File: src/rtl/mlp_frame_driver.sv
// mlp_frame_driver: packs a valid/ready feature stream into the classifier input vector,
// waits a settle window, then returns the sampled class with an error flag and frame count.
module mlp_frame_driver #(
    parameter int N_FEAT = 4,
    parameter int FEAT_W = 4,
    parameter int CLS_W  = 2,
    parameter int SETTLE = 2
) (
    input  logic                     clk,
    input  logic                     rst,
    input  logic                     s_valid,
    output logic                     s_ready,
    input  logic [FEAT_W-1:0]        s_data,
    input  logic                     s_last,
    output logic [N_FEAT*FEAT_W-1:0] mlp_inp,
    input  logic [CLS_W-1:0]         mlp_out,
    output logic                     m_valid,
    input  logic                     m_ready,
    output logic [CLS_W-1:0]         m_class,
    output logic                     m_err,
    output logic [7:0]               m_count
);
    localparam int IW = $clog2(N_FEAT);
    localparam int CW = $clog2(SETTLE + 1);

    typedef enum logic [1:0] {ST_COLLECT, ST_DRAIN, ST_SETTLE, ST_OUTPUT} state_t;

    state_t          state, state_n;
    logic [IW-1:0]   idx;
    logic [CW-1:0]   cnt;
    logic            err_pending;
    logic            acc, last_slot, settle_done;

    assign s_ready     = state == ST_COLLECT || state == ST_DRAIN;
    assign acc         = s_valid && s_ready;
    assign last_slot   = idx == IW'(N_FEAT - 1);
    assign settle_done = cnt == CW'(SETTLE - 1);

    always_ff @(posedge clk) begin
        if (rst) state <= ST_COLLECT;
        else     state <= state_n;
    end

    always_comb begin
        state_n = state;
        state_n = state == ST_COLLECT ? (acc && s_last ? ST_SETTLE : acc && last_slot ? ST_DRAIN : ST_COLLECT)
                : state == ST_DRAIN   ? (acc && s_last ? ST_SETTLE : ST_DRAIN)
                : state == ST_SETTLE  ? (settle_done ? ST_OUTPUT : ST_SETTLE)
                :                       (m_ready ? ST_COLLECT : ST_OUTPUT);
    end

    always_ff @(posedge clk) begin
        if (rst) begin
            idx         <= '0;
            cnt         <= '0;
            err_pending <= 1'b0;
            mlp_inp     <= '0;
            m_valid     <= 1'b0;
            m_class     <= '0;
            m_err       <= 1'b0;
            m_count     <= '0;
        end else begin
            cnt <= state == ST_SETTLE ? cnt + 1'b1 : '0;
            if (state == ST_COLLECT && acc) begin
                // the first beat also clears stale slots so short frames read as zero-padded
                if (idx == '0) mlp_inp <= {{(N_FEAT-1)*FEAT_W{1'b0}}, s_data};
                else           mlp_inp[idx*FEAT_W +: FEAT_W] <= s_data;
                idx         <= idx + 1'b1;
                err_pending <= !last_slot || !s_last;
            end
            if (state == ST_SETTLE && settle_done) begin
                m_class <= mlp_out;
                m_err   <= err_pending;
                m_count <= m_count + 8'd1;
                m_valid <= 1'b1;
            end
            if (state == ST_OUTPUT && m_ready) begin
                m_valid <= 1'b0;
                idx     <= '0;
            end
        end
    end
endmodule
File: config.mk
export PLATFORM = sky130hd
export DESIGN_NAME = mlp_frame_driver
export DESIGN_NICKNAME = d
export VERILOG_FILES = /design/src/rtl/mlp_frame_driver.sv
export SDC_FILE = /design/constraint.sdc
export NUM_CORES = 1
export LEC_CHECK = 0
export BUFFER_PORTS_ARGS = -buffer_cell sky130_fd_sc_hd__buf_2
export CORE_MARGIN = 5
export CORE_UTILIZATION = 51
export CTS_BUF_LIST = sky130_fd_sc_hd__clkbuf_16
export CTS_CLUSTER_DIAMETER = 30
export DETAILED_ROUTE_END_ITERATION = 10
export PLACE_DENSITY = 0.78
export REMOVE_ABC_BUFFERS = 1
export SYNTH_ARGS = -nofsm -noshare
export SYNTH_HDL_FRONTEND = slang
export SYNTH_SLANG_ARGS = --single-unit
export TNS_END_PERCENT = 30
File: constraint.sdc
create_clock -name clk -period 1.9 [get_ports clk]
set_input_delay 0.285 -clock clk [delete_from_list [all_inputs] [get_ports clk]]
set_output_delay 0.285 -clock clk [all_outputs]
set_load 0.05 [all_outputs]
==> results.ini <==
[run_status]
outcome = complete, no violations

[logic_synthesis]
synth-edff-count = 0
ys_warn_count = 0
syn_area_sq_um = 1570
syn_inst = 168
synth_async_sr_flop_share = 0
ys_seq_area_frac = 0.448
syn_area_per_cell_sq_um = 9.32
ys_ff_latch = 35
ys_types = 33
synth-main-ff-cell = dfxtp_1

[cts]
clockBufferDepth = 2
clock_latency_ps = 280
clkSlewWorstSetupHoldPaths_ps = 50
htree_levels = 2
cts_tree = yes
cts_resized = 0
cts_setup_buffers = 0
clock_sinks = 35
root_buffer = clkbuf_16
numCtsBuffers = 5
ctsHoldBuffers = 0

[drt]
drc = 0
firstDrtPassIters = 4
vias_per_cell = 5.90
drtIter0Drc = 60
wl_mm = 3.61
wire_per_inst_um = 15.2
via_count = 1404
ant_nets = 0

[timing]
min_period_over_period = 0.907
fin_skew_ps = 6.28
tns_ps = 0
worst_pin_slew_ps = 640
fmaxAchievable_ghz = 0.580
hold_violations = 0
final-setup-viol-count = 0
relSlewSlack = 0.573
rsz0062_at_grt = no
min_period_ps = 1720
slew_viol_final = 0

[setup_path]
path_class = reg2reg
crit_path_max_fanout = 8
cp-start-kind = flip-flop
crit_path_end_kind = flip-flop
critPathLaunch = idx[0]
cp.required_ps = 2110
timing.rr.start = idx[0]
cp.arrival_ps = 1930

[die]
die_area_sq_um = 4280
rows = 20
initial_utilization = 0.521
die_y_um = 65.4
io_pins = 40
die_w_um = 65.4
core_area_sq_um = 3000

[placed_design]
routabilityCongestion = 0.801
placed_cell_area_sq_um = 1740
dp.final_hpwl_mm = 2.61
portBuffers = 39

[finish]
layout_commonest_cell = buf_2
stdcell_area_sq_um = 1880
syn_to_final_growth_pct = 20.3
nets = 223
layout_common_cells = 39 x buf_2, 35 x dfxtp_1, 25 x a21oi_1, 16 x o21ai_0, 12 x nor2_1
antenna_cells = 0
fill_cells = 262
drive_above_1_share = 0.249

[pwr]
total_leakage_power_nw = 0.826
powerDensity_nw_per_um2 = 899
ir_worst_vdd_mv = 0.598

[global_route]
grt_start_max_net_pins = 32
grt_usage = 0.180
antenna_found_initial = 0
first_global_vias = 1318
gr-total-overflow = 0
grt_pass1_wl_mm = 5.94

[min_path]
hold_path.class = in2reg
min_from = s_last

[flow_run]
maxCapViolCount = 0

logic make-up after synthesis:
logic type,share of synthesized area
flops,0.448
simple gates,0.253
xor+xnor,0.0112
mux,0.0256
compound gates,0.156
buf+inv,0.0512
fa+ha+maj,0.0560
stage by stage:
stage | setup WS, ps | cells | util | total power, mW | hold WS [ps]
floorplan | 283 | 159 | - | 0.897 | 354
global placement | 281 | 231 | 0.580 | 0.947 | 405
detailed placement | 116 | 231 | 0.580 | 0.957 | 419
CTS | 119 | 238 | 0.624 | 1.71 | 227
global route | 33.4 | 238 | 0.627 | 1.77 | 242
finish | 176 | 238 | 0.627 | 1.69 | 231
path summary, 6_finish.rpt:
check / to / slack, ps / depth (start not counted)
setup / recovery: mlp_inp[14] / 180 / 5
hold / removal: err_pending / 230 / 2
setup reg to reg: mlp_inp[14] / 180 / 5
hold reg to reg: cnt[0] / 420 / 1
worst max-delay path, stage by stage, from the launching register on:
cell	delay, ps
dfxtp_1	410
inv_1	130
ha_1	430
nor4b_4	390
nand3_1	150
a21oi_1	150
layout make-up:
type | count | area, sq um | area share
inverter | 5 | 18.8 | 0.00997
clock inverter | 2 | 8.76 | 0.00465
timing repair buffer | 39 | 195 | 0.104
sequential | 35 | 701 | 0.372
clock buffer | 5 | 125 | 0.0664
multi-input combinational | 119 | 793 | 0.421
tap | 33 | 41.3 | 0.0219
where the power goes:
part           total, mW  switching (mW)  internal (mW)
sequential         0.769          0.0176          0.751
combinational      0.179           0.120         0.0598
clock              0.746           0.276          0.470
sequential cells by signal, indices dropped and copies added (netlist names):
| register | flops |
|---|---|
| m_valid | 1 |
| idx | 2 |
| cnt | 2 |
| err_pending | 1 |
| m_err | 1 |
| m_class | 2 |
| mlp_inp | 16 |
| state | 2 |
| m_count | 8 |
Yosys cell counts, types with 2 or more instances:
cell,n,area (sq um)
a21oi_1,25,125
nor2_1,12,45.0
dfxtp_1,35,701
o31ai_1,2,15.0
mux2i_1,4,40.0
nand4_1,6,37.5
nand2_1,11,41.3
or4_1,2,15.0
clkbuf_1,3,11.3
xor2_1,2,17.5
or3_1,4,25.0
o21ai_0,16,80.1
ha_1,7,87.6
nand3_1,5,25.0
inv_1,5,18.8
nand4b_1,9,78.8
buf_6,3,33.8
nor2b_1,2,12.5
metal layers:
metal | up-vias | track usage | share of wire
li1 | 680 | - | -
met1 | 666 | 0.206 | 0.44
met2 | 49 | 0.295 | 0.47
met3 | 9 | 0.0598 | 0.071
met4 | 0 | 0.0984 | 0.021
met5 | - | 0 | 0
Note: power is estimated with default switching activity, not from simulation.
